## src/rtl/fpu_div_seq.sv

```systemverilog
`timescale 1ns/1ps
// fpu_div_seq: sequential IEEE-754 single-precision divider, c = a / b.
// A radix-2 restoring mantissa divider produces one quotient bit per clock.
// Special operands are resolved in a single cycle. Results use the same flag
// meaning as the FP32 multiplier: flag_out marks a special operand, oom marks
// exponent overflow and vec marks exponent underflow.
module fpu_div_seq #(
  parameter logic [31:0] QNAN = 32'h7FC0_0000
) (
  input  logic        clk,
  input  logic        rst_n,
  input  logic        in_valid,
  output logic        in_ready,
  input  logic [31:0] a,
  input  logic [31:0] b,
  output logic        out_valid,
  input  logic        out_ready,
  output logic [31:0] c,
  output logic        flag_out,
  output logic        oom,
  output logic        vec
);

  typedef enum logic [1:0] {IDLE, DIV, NORM, DONE} state_t;

  state_t state, state_nxt;

  logic              s;
  logic [7:0]        ea, eb;
  logic [23:0]       mb;
  logic [24:0]       r, q;
  logic [4:0]        cnt;

  logic              accept;
  logic              a_zero, a_inf, a_nan, b_zero, b_inf, b_nan;
  logic              sgn;
  logic              spec_hit, spec_flag;
  logic [31:0]       spec_c;

  logic [24:0]       mb_ext, r_sub, r_rem, r_nxt;
  logic              qbit;
  logic [33:0]       norm_res;

  // Pack the normalised quotient, saturating the exponent to inf or zero.
  // Returns {c[31:0], oom, vec}. Rounding is plain truncation.
  function automatic logic [33:0] norm_pack(
    input logic        sign,
    input logic [7:0]  exp_a,
    input logic [7:0]  exp_b,
    input logic [24:0] quo
  );
    logic signed [9:0] e;
    logic [22:0]       mant;
    logic [33:0]       res;
    if (quo[24]) begin
      mant = quo[23:1];
      e    = $signed({2'b00, exp_a}) - $signed({2'b00, exp_b}) + 10'sd127;
    end else begin
      mant = quo[22:0];
      e    = $signed({2'b00, exp_a}) - $signed({2'b00, exp_b}) + 10'sd126;
    end
    if (e >= 10'sd255)
      res = {sign, 8'hFF, 23'h0, 1'b1, 1'b0};
    else if (e <= 10'sd0)
      res = {sign, 31'h0, 1'b0, 1'b1};
    else
      res = {sign, e[7:0], mant, 1'b0, 1'b0};
    return res;
  endfunction

  assign in_ready  = (state == IDLE);
  assign out_valid = (state == DONE);
  assign accept    = in_valid & in_ready;

  // Operand classes; exp==0 is zero, denormals are flushed.
  assign a_zero = ~|a[30:23];
  assign a_inf  = (&a[30:23]) & ~|a[22:0];
  assign a_nan  = (&a[30:23]) & (|a[22:0]);
  assign b_zero = ~|b[30:23];
  assign b_inf  = (&b[30:23]) & ~|b[22:0];
  assign b_nan  = (&b[30:23]) & (|b[22:0]);
  assign sgn    = a[31] ^ b[31];

  // Resolve special-operand results from the raw inputs.
  always_comb begin
    spec_hit  = 1'b1;
    spec_flag = 1'b1;
    spec_c    = QNAN;
    if (a_nan | b_nan | (a_zero & b_zero) | (a_inf & b_inf)) begin
      spec_c = QNAN;
    end else if (b_zero | a_inf) begin
      spec_c = {sgn, 8'hFF, 23'h0};
    end else if (b_inf) begin
      spec_c = {sgn, 31'h0};
    end else if (a_zero) begin
      spec_c    = {sgn, 31'h0};
      spec_flag = 1'b0;
    end else begin
      spec_hit  = 1'b0;
      spec_flag = 1'b0;
      spec_c    = 32'h0;
    end
  end

  // One restoring-division step: compare, conditionally subtract, shift.
  always_comb begin
    mb_ext = {1'b0, mb};
    qbit   = (r >= mb_ext);
    r_sub  = r - mb_ext;
    r_rem  = qbit ? r_sub : r;
    r_nxt  = {r_rem[23:0], 1'b0};
  end

  assign norm_res = norm_pack(s, ea, eb, q);

  // State register.
  always_ff @(posedge clk or negedge rst_n) begin
    if (!rst_n) state <= IDLE;
    else        state <= state_nxt;
  end

  // Next-state decode.
  always_comb begin
    state_nxt = state;
    case (state)
      IDLE: if (accept) state_nxt = spec_hit ? DONE : DIV;
      DIV:  if (cnt == 5'd24) state_nxt = NORM;
      NORM: state_nxt = DONE;
      DONE: if (out_ready) state_nxt = IDLE;
      default: state_nxt = IDLE;
    endcase
  end

  // Operand capture, divider iteration and result registers.
  always_ff @(posedge clk or negedge rst_n) begin
    if (!rst_n) begin
      s        <= 1'b0;
      ea       <= 8'h0;
      eb       <= 8'h0;
      mb       <= 24'h0;
      r        <= 25'h0;
      q        <= 25'h0;
      cnt      <= 5'd0;
      c        <= 32'h0;
      flag_out <= 1'b0;
      oom      <= 1'b0;
      vec      <= 1'b0;
    end else begin
      case (state)
        IDLE: begin
          if (accept) begin
            s   <= sgn;
            ea  <= a[30:23];
            eb  <= b[30:23];
            mb  <= {~b_zero, b[22:0]};
            r   <= {1'b0, ~a_zero, a[22:0]};
            q   <= 25'h0;
            cnt <= 5'd0;
            if (spec_hit) begin
              c        <= spec_c;
              flag_out <= spec_flag;
              oom      <= 1'b0;
              vec      <= 1'b0;
            end
          end
        end
        DIV: begin
          r   <= r_nxt;
          q   <= {q[23:0], qbit};
          cnt <= cnt + 5'd1;
        end
        NORM: begin
          c        <= norm_res[33:2];
          oom      <= norm_res[1];
          vec      <= norm_res[0];
          flag_out <= 1'b0;
        end
        default: ;
      endcase
    end
  end

endmodule
```

## config.mk

```make
export PLATFORM = sky130hd
export DESIGN_NAME = fpu_div_seq
export DESIGN_NICKNAME = d
export VERILOG_FILES = /design/src/rtl/fpu_div_seq.sv
export SDC_FILE = /design/constraint.sdc
export NUM_CORES = 1
export LEC_CHECK = 0
export BUFFER_PORTS_ARGS = -buffer_cell sky130_fd_sc_hd__buf_2
export CELL_PAD_IN_SITES_DETAIL_PLACEMENT = 1
export CELL_PAD_IN_SITES_GLOBAL_PLACEMENT = 1
export CORE_UTILIZATION = 42
export CTS_BUF_LIST = sky130_fd_sc_hd__clkbuf_8
export DETAILED_ROUTE_END_ITERATION = 10
export MAX_ROUTING_LAYER = met4
export PLACE_DENSITY_LB_ADDON = 0.1
export SETUP_SLACK_MARGIN = 0.5
export SYNTH_ARGS = -nofsm -noshare
export SYNTH_HDL_FRONTEND = slang
export SYNTH_SLANG_ARGS = --single-unit
export TNS_END_PERCENT = 20
```

## constraint.sdc

```tcl
create_clock -name clk -period 3.3 [get_ports clk]
set_input_delay 0.825 -clock clk [delete_from_list [all_inputs] [get_ports clk]]
set_output_delay 0.825 -clock clk [all_outputs]
set_load 0.1 [all_outputs]
```

==> impl_metrics.csv, run 1 <==
group,metric,value,unit
synthesis,synth_fp_nets,990,
run_status,violations,"negative setup slack",
grt,overflow,0,
clocking,clock_latency,0.47,ns
worst_setup_path,cp_slowest_cell,"a2111o_1",
worst_setup_path,path_buf_inv,3,
worst_setup_path,crit_path_end_kind,"flop",
sta,finalMaxSlewViolations,0,
worst_setup_path,timing.rr.start,"ea[1]$_DFFE_PN0P_",
layout,fin_area,9920,µm²
detailed_routing,wire_per_inst,19.3,µm
synthesis,yosys_warnings,0,
sta,rsz0062_at_grt,"yes",
synthesis,synth_flop_cell,"dfrtp_1",
grt,grt_pass1_wl,40500,µm
detailed_routing,drt_first_pass_iters,5,
detailed_routing,vias,7206,
detailed_routing,vias_per_cell,5.66,
clocking,cts-root-buf,"clkbuf_8",
synthesis,synthDistinctLibCells,67,
floorplan,die_w,142,µm
synthesis,avgSynthCellArea,9.30,µm²
grt,grt_pass1_vias,7692,
layout,final_nets,1111,
worst_setup_path,critical-path-top-delay-family,"compound AO/OA/AOI/OAI gates",
detailed_routing,routed_wl,24600,µm
detailed_routing,drt-initial-drc-count,341,
sta,min_period,3.45,ns
sta,timing.final.hold_violations,0,
worst_setup_path,critPathMaxFanout,22,
detailed_routing,postRouteAntennaNets,0,
worst_setup_path,crit_chain,"ha_4 -> nor2b_4 -> nor2_2 -> xor2_2 -> ha_2 -> nand3b_1 -> buf_6 -> nand3_4 -> o31ai_4 -> and2_4 -> o311ai_4 -> buf_4 -> and3_4 -> a2111o_1 -> buf_12 -> o21ai_2",
place,io_buffers,104,
floorplan,start_util,43.3,%
clocking,cts.hold.buffers_added,0,
layout,final.fill_count,2180,
synthesis,ys_async_sr_fraction,100,%
sta,finalClockSkew,0.0139,ns
floorplan,io-pin-count,105,
worst_setup_path,crit_arrival,3.86,ns
floorplan,rows,50,
clocking,clock_sinks,133,
synthesis,synth.top_cell.area_share,40.7,%
layout,area_growth,21.3,%
place,pre_cts_slack,-0.226,ns
worst_setup_path,worstSetupPathType,"reg -> reg",
place,place_area,9230,µm²
clocking,cts_made_buffers,17,
sta,hold_ws,0.361,ns
worst_setup_path,worst_setup_path_start_kind,"flop",
sta,finalWorstSetupSlack,-0.154,ns
place,gp_congestion,0.838,
layout,final_util,52.5,%
layout,final_cell_mix,"dfrtp_1 (133), buf_2 (102), nand2_1 (97)",
synthesis,synth_cells,879,
layout,layout-drive-gt1-share,25.5,%
sta,worst_pin_slew,0.855,ns
clocking,path_clk_slew,0.09,ns
synthesis,ys_ff_latch,133,
grt,grt_start_max_net_pins,73,
sta,fmaxAchievable,289,MHz
synthesis,synth_edf_count,0,
worst_setup_path,crit_required,3.70,ns
run_status,status,"complete, but fails checks",
grt,antenna_found_initial,1,
synthesis,synthesis.area,8170,µm²
synthesis,yosysSeqAreaShare,40.7,%
worst_setup_path,reg2reg_to,"c[7]$_DFFE_PN0P_",
floorplan,fp.dieArea,20000,µm²
worst_setup_path,cp_num_cells,16,
sta,post-route-period-util,105,%
synthesis,synth_top_area_cell,"dfrtp_1",
detailed_routing,route.detailed.drc,0,
layout,final_common_cell,"dfrtp_1",
clocking,clock_path_buffers,2,
floorplan,coreArea,18900,µm²
clocking,cts_tree,"yes",
place,dp_hpwl,17900,µm
synthesis,synth_area_leaders,"dfrtp_1 (41%), ha_1 (6.4%), mux2i_1 (5.6%), o21ai_0 (4.9%), nand2_1 (4.5%)",
floorplan,dieHeight,142,µm
job,cap_violations,0,
sta,setup_viol,31,
worst_setup_path,reg2reg_depth,16,
clocking,htree_levels,4,
worst_setup_path,slowest_delay,0.45,ns
grt,track_usage,26.8,%
worst_setup_path,r2r_setup_slack,-0.15,ns
sta,relSlewSlack,42.9,%
min_path,hp-class,"in -> async",
[cells by family (layout without fill, tap and decap cells)]
family	Yosys count	count (layout)	synth area share, %
simple gates	242	242	14.1
mux	57	57	7.15
xor+xnor	35	35	4.10
fa+ha+maj	43	43	6.67
other cells	0	1	0
flops	133	133	40.7
buf+inv	101	235	4.97
compound gates	268	268	22.3
[state kept, by name, indices dropped and copies added (netlist names)]
signal and flops:
r 25, q 25, s 1, vec 1, state 2, mb 24
flag_out 1, eb 8, c 32, cnt 5, oom 1, ea 8
[worst reg2reg max path, stage by stage (launching register included)]
cell and delay (ns):
dfrtp_1 0.42, ha_4 0.31, nor2b_4 0.18, nor2_2 0.08, xor2_2 0.18, ha_2 0.19
nand3b_1 0.12, buf_6 0.14, nand3_4 0.10, o31ai_4 0.26, and2_4 0.20, o311ai_4 0.11
buf_4 0.16, and3_4 0.15, a2111o_1 0.45, buf_12 0.19, o21ai_2 0.16
[stage by stage]
step	TNS [ns]	instances
after detailed placement	-4.17	1236
after floorplan	0	879
after CTS	-1.85	1273
final	-2.91	1274
after global placement	0	1236
after global routing	-7.90	1274
[cells in the mapped netlist (all sizes together) (11+ instances only)]
library cell and number:
nor2 41, nand4 11, a22oi 27, nand2 98, clkbuf 36, ha 42
o21ai 105, o31ai 11, mux2i 46, inv 56, xnor2 21, nor3 13
mux2 11, nor4 15, xor2 12, nand3 25, a21oi 34, dfrtp 133
a22o 26
[per-layer routing]
layer	GRT usage, %	routed length (µm)
met4	9.90	522
met5	-	0
met1	32.2	10900
met2	46.1	12600
met3	3.58	661
[worst max-delay path by stage]
| stage | end | slack (ns) | start |
|---|---|---|---|
| floorplan | c[10]$_DFFE_PN0P_ | 0.17 | ea[3]$_DFFE_PN0P_ |
| global placement | c[23]$_DFFE_PN0P_ | 0.006 | ea[1]$_DFFE_PN0P_ |
| detailed placement | c[27]$_DFFE_PN0P_ | -0.23 | ea[1]$_DFFE_PN0P_ |
| CTS | c[0]$_DFFE_PN0P_ | -0.12 | eb[1]$_DFFE_PN0P_ |
| global route | c[0]$_DFFE_PN0P_ | -0.32 | eb[1]$_DFFE_PN0P_ |
| finish | c[7]$_DFFE_PN0P_ | -0.15 | ea[1]$_DFFE_PN0P_ |
[timing repair]
| item | CTS | global route |
|---|---|---|
| endpoints found under the setup margin | 58 | 58 |
| setup buffers | 5 | 0 |
| pin swaps | 24 | 0 |
| gates resized for setup | 45 | 2 |
[area by class of cell]
type / count / area (µm²) / share of cell area, %
Tap cell: 260 / 325 / 3.28
Clock inverter: 15 / 184 / 1.85
Inverter: 56 / 210 / 2.12
Multi-Input combinational cell: 645 / 4720 / 47.6
Sequential cell: 133 / 3330 / 33.6
Clock buffer: 17 / 234 / 2.36
Timing Repair Buffer: 147 / 913 / 9.21
Antenna cell: 1 / 2.50 / 0.0252
Power of run 1 is left out: the tool's default activity adds up to more than one toggle a clock period on the data nets, which glitch-free logic cannot reach.
==> run 2, diff against run 1 <==
Settings changed: CORE_UTILIZATION 42 to 32, CTS_CLUSTER_SIZE from default to 16, PLACE_DENSITY from default to 0.7, PLACE_DENSITY_LB_ADDON 0.1 to default.
==> impl_metrics.csv, run 2 (synthesized netlist as in run 1, its figures left out) <==
group,metric,value,unit
run_status,status,"complete, but fails checks",
run_status,violations,"design-rule violations, negative setup slack",
sta,worst_pin_slew,0.981,ns
sta,min_period,3.49,ns
clocking,clock_path_buffers,2,
detailed_routing,vias_per_cell,5.27,
floorplan,fp.dieArea,26200,µm²
sta,fmaxAchievable,286,MHz
worst_setup_path,crit_path_end_kind,"flop",
floorplan,io-pin-count,105,
grt,antenna_found_initial,0,
detailed_routing,wire_per_inst,17.9,µm
clocking,cts-root-buf,"clkbuf_8",
floorplan,start_util,32.6,%
sta,rsz0062_at_grt,"yes",
layout,max_flop_register,"c",
worst_setup_path,crit_arrival,3.87,ns
sta,timing.final.hold_violations,0,
detailed_routing,drt-initial-drc-count,332,
place,gp_congestion,0.848,
detailed_routing,drt_first_pass_iters,8,
detailed_routing,route.detailed.drc,1,
sta,setup_tns,-3.66,ns
worst_setup_path,worst_setup_path_start_kind,"flop",
layout,multiInputGateArea,4900,µm²
grt,overflow,0,
sta,finalClockSkew,0.0136,ns
layout,final_nets,1175,
sta,finalMaxSlewViolations,0,
sta,post-route-period-util,106,%
layout,largest_registers,"c (32), q (25), r (25)",
detailed_routing,routed_wl,25300,µm
worst_setup_path,critPathMaxFanout,11,
min_path,hp-class,"in -> async",
clocking,cts_made_buffers,17,
worst_setup_path,crit_chain,"ha_4 -> nor2b_4 -> nor2_4 -> xor2_2 -> ha_2 -> nand3b_1 -> nand3_2 -> o311ai_4 -> a32o_2 -> o311ai_4 -> and3_1 -> a2111o_1 -> buf_12 -> buf_12 -> o21ai_0",
clocking,clock_latency,0.46,ns
worst_setup_path,slowest_delay,0.45,ns
clocking,cts_tree,"yes",
clocking,htree_levels,4,
grt,track_usage,20.5,%
floorplan,die_w,162,µm
sta,relSlewSlack,34.4,%
layout,final_common_cell,"dfrtp_1",
layout,diodes,0,
grt,grt_pass1_wl,41300,µm
sta,finalWorstSetupSlack,-0.191,ns
worst_setup_path,critPathLaunch,"ea[1]$_DFFE_PN0P_",
clocking,path_clk_slew,0.10,ns
place,pre_cts_slack,-0.180,ns
worst_setup_path,timing.rr.start,"ea[1]$_DFFE_PN0P_",
grt,grt_pass1_vias,7874,
clocking,clock_sinks,133,
layout,largest_register_ffs,32,
layout,area_growth,30.9,%
worst_setup_path,worstSetupPathType,"reg -> reg",
worst_setup_path,crit_required,3.68,ns
floorplan,rows,58,
layout,final_cell_mix,"dfrtp_1 (132), buf_2 (103), nand2_1 (96)",
detailed_routing,vias,7419,
layout,final_util,42.6,%
grt,grt_start_max_net_pins,63,
job,cap_violations,0,
floorplan,coreArea,25100,µm²
detailed_routing,postRouteAntennaNets,0,
worst_setup_path,cp_slowest_cell,"a2111o_1",
layout,register_area,3330,µm²
floorplan,dieHeight,162,µm
place,io_buffers,104,
sta,setup_viol,23,
layout,final.fill_count,2948,
place,dp_hpwl,18100,µm
layout,layout-drive-gt1-share,32.0,%
run 2: path summary, 6_finish.rpt:
check,end,slack (ns),cells past startpoint
max,c[0]$_DFFE_PN0P_,-0.19,15
min,r[18]$_DFFE_PN0P_,0.32,1
max reg2reg,c[0]$_DFFE_PN0P_,-0.19,15
min reg2reg,c[20]$_DFFE_PN0P_,0.48,2
max in group asynchronous,mb[2]$_DFFE_PN0P_,2.24,2
min in group clk,c[20]$_DFFE_PN0P_,0.48,2
run 2: what timing repair did:
action	in CTS	in global routing
pin swaps	10	23
resized for setup	23	69
hold buffers	0	0
endpoints found under the hold margin	0	0
gates cloned	1	0
setup buffers	12	9
endpoints found under the setup margin	57	56
run 2: area by class of cell:
| type | instances | share of cell area (%) |
|---|---|---|
| clock buffer | 17 | 2.19 |
| clock inverter | 15 | 1.70 |
| inverter | 56 | 1.96 |
| multi-input combinational | 645 | 45.8 |
| sequential | 133 | 31.1 |
| tap | 330 | 3.86 |
| timing repair buffer | 211 | 13.4 |
run 2: worst max-delay path, delay by kind of cell, from the launching register on:
family          cells  cell delay (ns)
flops               1             0.41
compound gates      5             1.22
fa+ha+maj           2             0.49
buf+inv             2             0.29
xor+xnor            1             0.18
simple gates        5             0.78
run 2: per-stage QoR:
stage | hold WS [ns] | cell area (µm²) | std cells
3_3_place_gp | 0.462 | 9640 | 1353
5_1_grt | 0.327 | 10700 | 1407
4_1_cts | 0.306 | 10300 | 1398
3_5_place_dp | 0.464 | 9640 | 1353
6_report | 0.317 | 10700 | 1407
2_1_floorplan | 0.450 | 8210 | 879
run 2: layer usage:
metal  vias to the layer above  wire length (µm)  track usage, %
li1                       3581                 -               -
met4                         0               491            6.60
met1                      3676             11500            26.0
met3                        31               798            2.73
met5                         -                 0               -
met2                       131             12500            33.9
Power of run 2 is left out for the same reason.
